### src/rtl/psram_sched_pkg.sv
// Shared definitions for the PSRAM chunk scheduler: FSM state encoding and beat size.
package psram_sched_pkg;

    typedef enum logic [1:0] {
        IDLE  = 2'd0,
        ISSUE = 2'd1,
        XFER  = 2'd2,
        GAP   = 2'd3
    } psram_state_e;

    // One beat on the PSRAM core is 64 bits wide.
    localparam int BEAT_BYTES = 8;

endpackage

### src/rtl/psram_sched_rr_arb.sv
// Round-robin arbiter: the first requester at or after the pointer wins; the grant is one-hot.
module rr_arb #(
    parameter int NUM_REQ = 2,
    parameter int PTR_W   = $clog2(NUM_REQ)
) (
    input  logic [NUM_REQ-1:0] i_req,
    input  logic [PTR_W-1:0]   i_ptr,
    output logic [NUM_REQ-1:0] o_gnt
);

    logic w_found;

    // Scan the offsets from the pointer upward; the first pending requester takes the grant.
    always_comb begin
        o_gnt   = '0;
        w_found = 1'b0;
        for (int k = 0; k < NUM_REQ; k++) begin
            for (int j = 0; j < NUM_REQ; j++) begin
                if (!w_found && (j == (int'(i_ptr) + k) % NUM_REQ) && i_req[j]) begin
                    o_gnt[j] = 1'b1;
                    w_found  = 1'b1;
                end
            end
        end
    end

endmodule

### src/rtl/psram_sched.sv
// PSRAM scheduler: arbitrates requesters and splits each burst into CE-time-limited chunks.
//
//   state | meaning
//   IDLE  | no request owned; arbitrate when enabled
//   ISSUE | chunk command presented to the core
//   XFER  | chunk accepted, waiting for core_done_i
//   GAP   | enforced CE-high time before next chunk or completion
module psram_sched
    import psram_sched_pkg::*;
#(
    parameter int NUM_REQ    = 2,
    parameter int ADDR_WIDTH = 24,
    parameter int LEN_WIDTH  = 8
) (
    input  logic                            clk_i,
    input  logic                            rst_n_i,
    input  logic                            en_i,
    input  logic [LEN_WIDTH-1:0]            max_len_i,
    input  logic [3:0]                      gap_i,
    input  logic [NUM_REQ-1:0]              req_valid_i,
    output logic [NUM_REQ-1:0]              req_ready_o,
    input  logic [NUM_REQ-1:0]              req_wr_i,
    input  logic [NUM_REQ*ADDR_WIDTH-1:0]   req_addr_i,
    input  logic [NUM_REQ*LEN_WIDTH-1:0]    req_len_i,
    output logic [NUM_REQ-1:0]              req_done_o,
    output logic                            core_valid_o,
    input  logic                            core_ready_i,
    output logic                            core_wr_o,
    output logic [ADDR_WIDTH-1:0]           core_addr_o,
    output logic [LEN_WIDTH-1:0]            core_len_o,
    output logic [$clog2(NUM_REQ)-1:0]      core_id_o,
    input  logic                            core_done_i,
    output logic                            busy_o
);

    localparam int ID_W = $clog2(NUM_REQ);
    localparam logic [LEN_WIDTH:0] ONE_BEAT = 1;

    psram_state_e           r_state;
    psram_state_e           w_state_nxt;
    logic [ID_W-1:0]        r_ptr;
    logic [ID_W-1:0]        r_id;
    logic                   r_wr;
    logic [ADDR_WIDTH-1:0]  r_addr;
    logic [LEN_WIDTH-1:0]   r_chunk;
    logic [LEN_WIDTH:0]     r_rem;
    logic [3:0]             r_gap_cnt;
    logic                   r_abort;
    logic [NUM_REQ-1:0]     r_ready;
    logic [NUM_REQ-1:0]     r_done;

    logic [NUM_REQ-1:0]     w_gnt;
    logic [ID_W-1:0]        w_win;
    logic                   w_sel_wr;
    logic [ADDR_WIDTH-1:0]  w_sel_addr;
    logic [LEN_WIDTH-1:0]   w_sel_len;
    logic [LEN_WIDTH-1:0]   w_grant_len;
    logic [LEN_WIDTH:0]     w_rem_m1;
    logic [LEN_WIDTH-1:0]   w_reissue_len;
    logic [LEN_WIDTH:0]     w_chunk_beats;
    logic                   w_grant;
    logic                   w_issue;
    logic                   w_reissue;
    logic                   w_finish;

    rr_arb #(
        .NUM_REQ (NUM_REQ),
        .PTR_W   (ID_W)
    ) u_rr_arb (
        .i_req (req_valid_i & {NUM_REQ{en_i}}),
        .i_ptr (r_ptr),
        .o_gnt (w_gnt)
    );

    // Turn the one-hot grant into an index and pick that requester's command fields.
    always_comb begin
        w_win      = '0;
        w_sel_wr   = 1'b0;
        w_sel_addr = '0;
        w_sel_len  = '0;
        for (int i = 0; i < NUM_REQ; i++) begin
            if (w_gnt[i]) begin
                w_win      = ID_W'(i);
                w_sel_wr   = req_wr_i[i];
                w_sel_addr = req_addr_i[i*ADDR_WIDTH +: ADDR_WIDTH];
                w_sel_len  = req_len_i[i*LEN_WIDTH +: LEN_WIDTH];
            end
        end
    end

    // Chunk length is the smaller of what is left and the CE-time limit, both in beats-1 form.
    assign w_grant_len   = (w_sel_len > max_len_i) ? max_len_i : w_sel_len;
    assign w_rem_m1      = r_rem - ONE_BEAT;
    assign w_reissue_len = (w_rem_m1 > {1'b0, max_len_i}) ? max_len_i : w_rem_m1[LEN_WIDTH-1:0];
    assign w_chunk_beats = {1'b0, r_chunk} + ONE_BEAT;

    // State register.
    always_ff @(posedge clk_i or negedge rst_n_i) begin
        if (!rst_n_i) r_state <= IDLE;
        else          r_state <= w_state_nxt;
    end

    // Next-state decode; disable wins over a core handshake so an abandoned chunk is never issued.
    always_comb begin
        w_state_nxt = r_state;
        w_grant     = 1'b0;
        w_issue     = 1'b0;
        w_reissue   = 1'b0;
        w_finish    = 1'b0;
        case (r_state)
            IDLE: begin
                if (|w_gnt) begin
                    w_grant     = 1'b1;
                    w_state_nxt = ISSUE;
                end
            end
            ISSUE: begin
                if (!en_i) begin
                    w_state_nxt = IDLE;
                end else if (core_ready_i) begin
                    w_issue     = 1'b1;
                    w_state_nxt = XFER;
                end
            end
            XFER: begin
                if (core_done_i) w_state_nxt = (r_abort || !en_i) ? IDLE : GAP;
            end
            GAP: begin
                if (!en_i) begin
                    w_state_nxt = IDLE;
                end else if (r_gap_cnt == 4'd0) begin
                    if (r_rem != '0) begin
                        w_reissue   = 1'b1;
                        w_state_nxt = ISSUE;
                    end else begin
                        w_finish    = 1'b1;
                        w_state_nxt = IDLE;
                    end
                end
            end
            default: w_state_nxt = IDLE;
        endcase
    end

    // Request context, chunk bookkeeping, gap timer and the one-cycle ready/done pulses.
    always_ff @(posedge clk_i or negedge rst_n_i) begin
        if (!rst_n_i) begin
            r_ptr     <= '0;
            r_id      <= '0;
            r_wr      <= 1'b0;
            r_addr    <= '0;
            r_chunk   <= '0;
            r_rem     <= '0;
            r_gap_cnt <= '0;
            r_abort   <= 1'b0;
            r_ready   <= '0;
            r_done    <= '0;
        end else begin
            r_ready <= '0;
            r_done  <= '0;
            if (w_grant) begin
                r_ready <= w_gnt;
                r_id    <= w_win;
                r_wr    <= w_sel_wr;
                r_addr  <= w_sel_addr;
                r_rem   <= {1'b0, w_sel_len} + ONE_BEAT;
                r_chunk <= w_grant_len;
                r_ptr   <= (w_win == ID_W'(NUM_REQ - 1)) ? '0 : w_win + 1'b1;
            end
            if (w_issue) begin
                r_rem  <= r_rem - w_chunk_beats;
                r_addr <= r_addr + ADDR_WIDTH'(w_chunk_beats) * ADDR_WIDTH'(BEAT_BYTES);
            end
            if (r_state == XFER && core_done_i) r_gap_cnt <= gap_i;
            if (r_state == GAP && r_gap_cnt != 4'd0) r_gap_cnt <= r_gap_cnt - 4'd1;
            if (r_state == XFER) begin
                if (!en_i) r_abort <= 1'b1;
            end else begin
                r_abort <= 1'b0;
            end
            if (w_reissue) r_chunk <= w_reissue_len;
            if (w_finish)  r_done[r_id] <= 1'b1;
            if (w_state_nxt == IDLE) r_rem <= '0;
        end
    end

    assign req_ready_o  = r_ready;
    assign req_done_o   = r_done;
    assign core_valid_o = (r_state == ISSUE);
    assign core_wr_o    = r_wr;
    assign core_addr_o  = r_addr;
    assign core_len_o   = r_chunk;
    assign core_id_o    = r_id;
    assign busy_o       = (r_state != IDLE);

endmodule

### config.mk
export PLATFORM = sky130hd
export DESIGN_NAME = psram_sched
export DESIGN_NICKNAME = d
export VERILOG_FILES = /design/src/rtl/psram_sched_pkg.sv /design/src/rtl/psram_sched_rr_arb.sv /design/src/rtl/psram_sched.sv
export SDC_FILE = /design/constraint.sdc
export NUM_CORES = 1
export LEC_CHECK = 0
export ABC_AREA = 0
export BUFFER_PORTS_ARGS = -buffer_cell sky130_fd_sc_hd__buf_2
export CORE_ASPECT_RATIO = 0.6
export CORE_MARGIN = 2
export CORE_UTILIZATION = 40
export DETAILED_ROUTE_END_ITERATION = 8
export GPL_ROUTABILITY_DRIVEN = 0
export PLACE_DENSITY_LB_ADDON = 0.12
export SYNTH_ARGS = -nofsm -noshare
export SYNTH_HDL_FRONTEND = slang
export SYNTH_SLANG_ARGS = --single-unit
### constraint.sdc
create_clock -name clk_i -period 3.5 [get_ports clk_i]
set_clock_uncertainty 0.1 [all_clocks]
set_input_delay 0.35 -clock clk_i [delete_from_list [all_inputs] [get_ports clk_i]]
set_output_delay 0.35 -clock clk_i [all_outputs]
set_load 0.05 [all_outputs]
==> results of run 1 <==
-- layout make-up --
cell class | count | area (um^2) | share of cell area [%]
Clock buffer | 5 | 125 | 2.13
Clock inverter | 3 | 25.0 | 0.425
Inverter | 35 | 131 | 2.23
Multi-Input combinational cell | 450 | 3180 | 54.0
Sequential cell | 55 | 1380 | 23.4
Tap cell | 165 | 206 | 3.51
Timing Repair Buffer | 153 | 841 | 14.3
-- power breakdown --
part           total (mW)  internal, mW  switching [mW]
Clock               0.531         0.269           0.262
Sequential           1.24         0.901           0.343
Combinational        4.52          1.60            2.92
Total                6.29          2.77            3.52
-- synthesized netlist by cell type, drive strengths merged (17+ instances only) --
master  instances  share of area (%)
xnor2          17                3.1
clkbuf         26                2.8
nand2          39                3.0
nand3          27                2.8
ha             38                9.8
nor2           51                4.0
dfrtp          55                 28
o211ai         17                2.9
a22oi          17                2.6
inv            35                2.7
a21oi          34                3.5
o21ai          24                2.5
-- state kept, by name, summed over array words and instances (netlist names) --
name / cells
r_abort: 1
core_wr_o: 1
core_len_o: 8
core_addr_o: 24
req_done_o: 2
r_state: 2
core_id_o: 1
r_ptr: 1
r_gap_cnt: 4
req_ready_o: 2
r_rem: 9
-- worst reg2reg max path: cells and delay by family (launching register included) --
kind	cells	cell delay (ns)
XOR/XNOR	1	0.24
flip-flops	1	0.44
buffers and inverters	1	0.18
AO/OA/AOI/OAI	2	0.66
AND/OR/NAND/NOR	5	1.10
adder cells (fa/ha/maj)	2	0.52
-- metal layers --
layer	up-vias	routed length [um]
li1	2429	-
met1	2401	8250
met2	186	6360
met3	12	1230
met4	0	93
met5	-	0
-- timing repair --
action / 4_1_cts / 5_1_grt
setup endpoints to repair: 0 / 1
hold buffers: 1 / 0
hold endpoints to repair: 15 / 0
resized for setup: 0 / 2
-- per-stage QoR --
| stage | power (mW) | hold WS [ns] | instance area (um^2) | util [%] | cells |
|---|---|---|---|---|---|
| floorplan | 4.45 | -0.0456 | 4870 | - | 572 |
| global placement | 5.63 | 0.204 | 5720 | 47.9 | 857 |
| detailed placement | 5.67 | 0.207 | 5720 | 47.9 | 857 |
| CTS | 6.23 | 0.168 | 5880 | 49.3 | 866 |
| global route | 6.74 | 0.186 | 5890 | 49.3 | 866 |
| finish | 6.29 | 0.171 | 5890 | 49.3 | 866 |
-- final timing paths --
path / from / to
min reg2reg: core_addr_o[10] / core_addr_o[10]
min: gap_i[2] / r_gap_cnt[2]
max in group asynchronous: rst_n_i / r_rem[6]
max: r_rem[0] / core_len_o[7]
max reg2reg: r_rem[0] / core_len_o[7]
min in group asynchronous: rst_n_i / core_wr_o
-- logic make-up after synthesis --
kind of cell	count (synthesis)	share of synthesized area, %
flip-flops	55	28.3
XOR/XNOR	31	5.58
buffers and inverters	67	6.38
adder cells (fa/ha/maj)	40	10.6
AO/OA/AOI/OAI	180	27.3
AND/OR/NAND/NOR	196	21.3
multiplexers	3	0.617
==> out/metrics.csv, run 1 <==
metric,value,unit
post-synthesis cell type count,81,
Avg Synthesized Cell Area,8.51,um^2
Buf/Inv on CP,1,
Slew headroom,24.9,%
all-layer global routing usage,24.3,%
P_leak,2.78,nW
drt pass-1 iters,5,
Die ar.,0.0131,mm^2
Tmin final,3.33,ns
worst vdd ir,0.431,mV
Post-synth EDFFs,0,
WP depth,11,
CP Class,register to register,
Area Growth Syn to Fin,21.0,%
Final ANT Viol Nets,0,
critical path arrival,3.43,ns
met3 Use GR,4.80,%
Clock Pin Slew Worst Setup and Hold Paths,0.08,ns
"most used cell, CP",ha_1,
RSZ-0062 raised after global routing,no,
dpl hpwl,12600,um
WL per Instance,18.4,um
Vias,5028,
"commonest cells after routing, fill and taps aside","buf_2, dfrtp_1, nor2_1",
Setup WS pre-CTS,0.181,ns
Least-Margin Pin Slew,1.12,ns
first-pass GRT wire length,25100,um
total CTS buffers,5,
Vias/cell,5.81,
FF-to-FF setup slack,0.17,ns
DRC Markers,0,
Initial Util,40.7,%
Fin Setup TNS,0,ns
CTS tree,built,
# setup viols final,0,
largest net degree at the start of global routing,41,
max cap viols,0,
Critical Path Max Stage Delay,0.45,ns
Power Dens Cells,1070,mW/mm^2
yosys warns,0,
std cell rows,31,
"Slowest-stage cell, CP",or4_1,
worst hold path type,input pin to register,
Synth Register Bits,55,
Worst setup SP type,register,
outcome,"complete, no violations",
GRT met2 Usage,36.1,%
core area,0.0119,mm^2
Worst Setup End Kind,register,
top_reg_cell synth,dfrtp_1,
Post-CTS Setup Bufs,0,
number of H-tree levels,2,
GRT busiest layer,met1,
vias in the first global route,4627,
sequential fraction of the synthesis area,28.3,%
share of layout cells above drive strength 1,25.8,%
CTS Buffer Depth,2,
Syn Inst Count,572,
"Cell Area, Synth",0.00487,mm^2
grt ovf,0,
Die X,146,um
Async SR Flop Fraction,100,%
fillers,1211,
hold depth,3,
final hold vios,0,
CP Max Fanout,5,
Worst-Skew Late Latency,0.30,ns
crit path cell chain,inv_1 -> ha_1 -> nand2_1 -> nor3_1 -> xor2_1 -> ha_1 -> and2_1 -> a221o_1 -> o31a_1 -> or4_1 -> and3_1,
initial antenna violation count,0,
Crit path max-delay family,simple AND/OR/NAND/NOR gates,
clock root buffer,clkbuf_16,
pins over their slew limit,0,
1st-iter DRT viols,424,
worst path required time,3.60,ns
Buffers on Ports,124,
fmax,300,MHz
IO Count,125,
Inserted Diodes,0,
Tcrit/Tclk final,95.2,%
clock sink count,55,
height of the die,89.4,um
M1 GR Usage,37.3,%
Synth Net Count,697,
total wire length,15900,um
Reg2Reg Depth,11,
PnR worst setup slack,0.169,ns
"most common cell after layout, fill and taps aside",buf_2,
Nets,825,
No activity file was read; power rests on OpenSTA's default activity.
==> run 2, diff against run 1 <==
Settings changed: CORE_UTILIZATION 40 to 30.
==> run 2 against run 1 <==
  * Die area grew 32%
  * Non-clock buffer count grew 2
  * Critical path depth up 1
  * Wire length grew 12%
  * Global-route usage down 3.7 points
  * Sequential share of layout area is 0.41 points lower
  * Register-to-register slack better by 0.03 ns
  * Maximum frequency up 0.80%
  * Final area grew 1.8%
==> out/metrics.csv, run 2 (same netlist as run 1, synthesis figures left out) <==
metric,value,unit,change
Tmin final,3.30,ns,-0.0265 ns
P_leak,2.82,nW,+1.4%
PnR worst setup slack,0.195,ns,+0.0265 ns
core area,0.0160,mm^2,+34%
# setup viols final,0,,unchanged
CTS Buffer Depth,2,,unchanged
1st-iter DRT viols,326,,-23%
Area Growth Syn to Fin,23.1,%,
Power Dens Cells,1080,mW/mm^2,+0.83%
Setup WS pre-CTS,0.168,ns,-0.0126 ns
outcome,"complete, no violations",,
initial antenna violation count,0,,unchanged
number of H-tree levels,2,,unchanged
worst vdd ir,0.292,mV,-32%
Largest register FFs,24,,unchanged
share of layout cells above drive strength 1,26.0,%,+0.21 points
Vias/cell,5.57,,-4.0%
FF-to-FF setup slack,0.20,ns,+0.03 ns
"Slowest-stage cell, CP",nor4_1,,
worst path required time,3.60,ns,about the same
Initial Util,30.3,%,-10 points
dpl hpwl,14000,um,+11%
grt ovf,0,,unchanged
"Core Util, Final",37.4,%,-12 points
Tcrit/Tclk final,94.4,%,-0.76 points
final hold vios,0,,unchanged
Final ANT Viol Nets,0,,unchanged
hold path start,gap_i[2],,
Worst Setup End Kind,register,,
hold endpoint,r_gap_cnt[2],,
Post-CTS Setup Bufs,0,,unchanged
Clock Pin Slew Worst Setup and Hold Paths,0.09,ns,about the same
critical path arrival,3.40,ns,-0.03 ns
R2R Path Start,core_len_o[0],,
total wire length,17800,um,+12%
all-layer global routing usage,20.7,%,-3.7 points
clock sink count,55,,unchanged
worst hold path type,input pin to register,,
largest net degree at the start of global routing,38,,-7.3%
total CTS buffers,5,,unchanged
max cap viols,0,,unchanged
vias in the first global route,4815,,+4.1%
total power,6.46,mW,+2.6%
Worst-Skew Late Latency,0.31,ns,about the same
Reg2Reg Depth,12,,+1
Buffers on Ports,124,,unchanged
Critical Path Max Stage Delay,0.56,ns,+0.11 ns
CP Class,register to register,,
fmax,303,MHz,+0.80%
Least-Margin Pin Slew,0.660,ns,-0.462 ns
Buf/Inv on CP,1,,unchanged
Die ar.,0.0173,mm^2,+32%
height of the die,103,um,+15%
Die X,168,um,+15%
DRC Markers,0,,unchanged
WL per Instance,19.5,um,+5.9%
CTS tree,built,,
r2r endpoint,core_addr_o[19],,
CP Max Fanout,6,,+1
Inserted Diodes,0,,unchanged
RSZ-0062 raised after global routing,no,,
"commonest cells after routing, fill and taps aside","buf_2, dfrtp_1, nor2_1",,
Slew headroom,55.7,%,+31 points
Nets,827,,+0.24%
first-pass GRT wire length,27600,um,+10%
"most common cell after layout, fill and taps aside",buf_2,,
IO Count,125,,unchanged
Vias,5083,,+1.1%
crit path cell chain,ha_1 -> nand3_1 -> nor2_1 -> xor2_1 -> ha_1 -> nor4_1 -> a22o_1 -> a2111oi_2 -> buf_4 -> a311oi_1 -> a41o_1 -> a21oi_1,,
"most used cell, CP",ha_1,,
std cell rows,36,,+16%
drt pass-1 iters,4,,-1
clock root buffer,clkbuf_16,,
hold depth,3,,unchanged
Crit path max-delay family,simple AND/OR/NAND/NOR gates,,
pins over their slew limit,0,,unchanged
Setup crit start,core_len_o[0],,
Fin Setup TNS,0,ns,unchanged
Worst setup SP type,register,,
[run 2: cell types whose count changed in the layout (fill, tap and decap cells not counted), sizes merged]
cell,before,now
bufinv,0,1
buf,152,154
inv,35,36
clkinvlp,1,0
clkinv,2,1
[run 2: cell type report]
| class | instances | area, um^2 |
|---|---|---|
| clock inverters | 3 | 47.5 |
| multi-input cells | 450 | 3190 |
| flip-flops and latches | 55 | 1380 |
| repair buffers | 155 | 856 |
| clock buffers | 5 | 125 |
| fillers | 1661 | 10000 |
| well taps | 209 | 262 |
| inverters | 35 | 131 |
[run 2: worst max-delay path by stage]
| stage | cells past startpoint | end | slack [ns] |
|---|---|---|---|
| after detailed placement | 10 | core_len_o[7] | 0.17 |
| final | 12 | core_addr_o[19] | 0.20 |
| after global placement | 10 | core_len_o[7] | 0.24 |
| after floorplan | 10 | core_len_o[7] | 0.34 |
| after CTS | 10 | core_len_o[7] | 0.14 |
| after global routing | 12 | core_addr_o[19] | 0.02 |
[run 2: per-stage QoR]
stage / hold WS (ns) / cells / area, um^2
2_1_floorplan: -0.0456 / 572 / 4870
3_3_place_gp: 0.241 / 903 / 5790
3_5_place_dp: 0.240 / 903 / 5790
4_1_cts: 0.180 / 912 / 5980
5_1_grt: 0.198 / 912 / 5990
6_report: 0.190 / 912 / 5990
[run 2: timing repair]
| action | CTS | global route |
|---|---|---|
| resized for setup | 0 | 3 |
| hold endpoints to repair | 18 | 0 |
| setup endpoints to repair | 0 | 3 |
| hold buffers | 1 | 0 |
[run 2: worst min-delay path, stage by stage]
cell and delay (ns):
buf_2 0.10, a21oi_1 0.05, o21ai_0 0.06
[run 2: routing by layer]
layer	share of wire, %	wire (um)	global-route usage (%)	up-vias
met5	0	0	0	-
met4	0.55	97	2.98	0
met3	8.2	1460	5.14	10
met2	37	6650	28.3	224
met1	54	9550	32.6	2430
li1	-	-	-	2419
[run 2: power breakdown]
part / total, mW / internal, mW / leakage, nW / switching (mW)
Clock: 0.632 / 0.344 / 0.0844 / 0.288
Combinational: 4.54 / 1.61 / 2.05 / 2.93
Sequential: 1.28 / 0.900 / 0.687 / 0.381
Total: 6.46 / 2.86 / 2.82 / 3.60
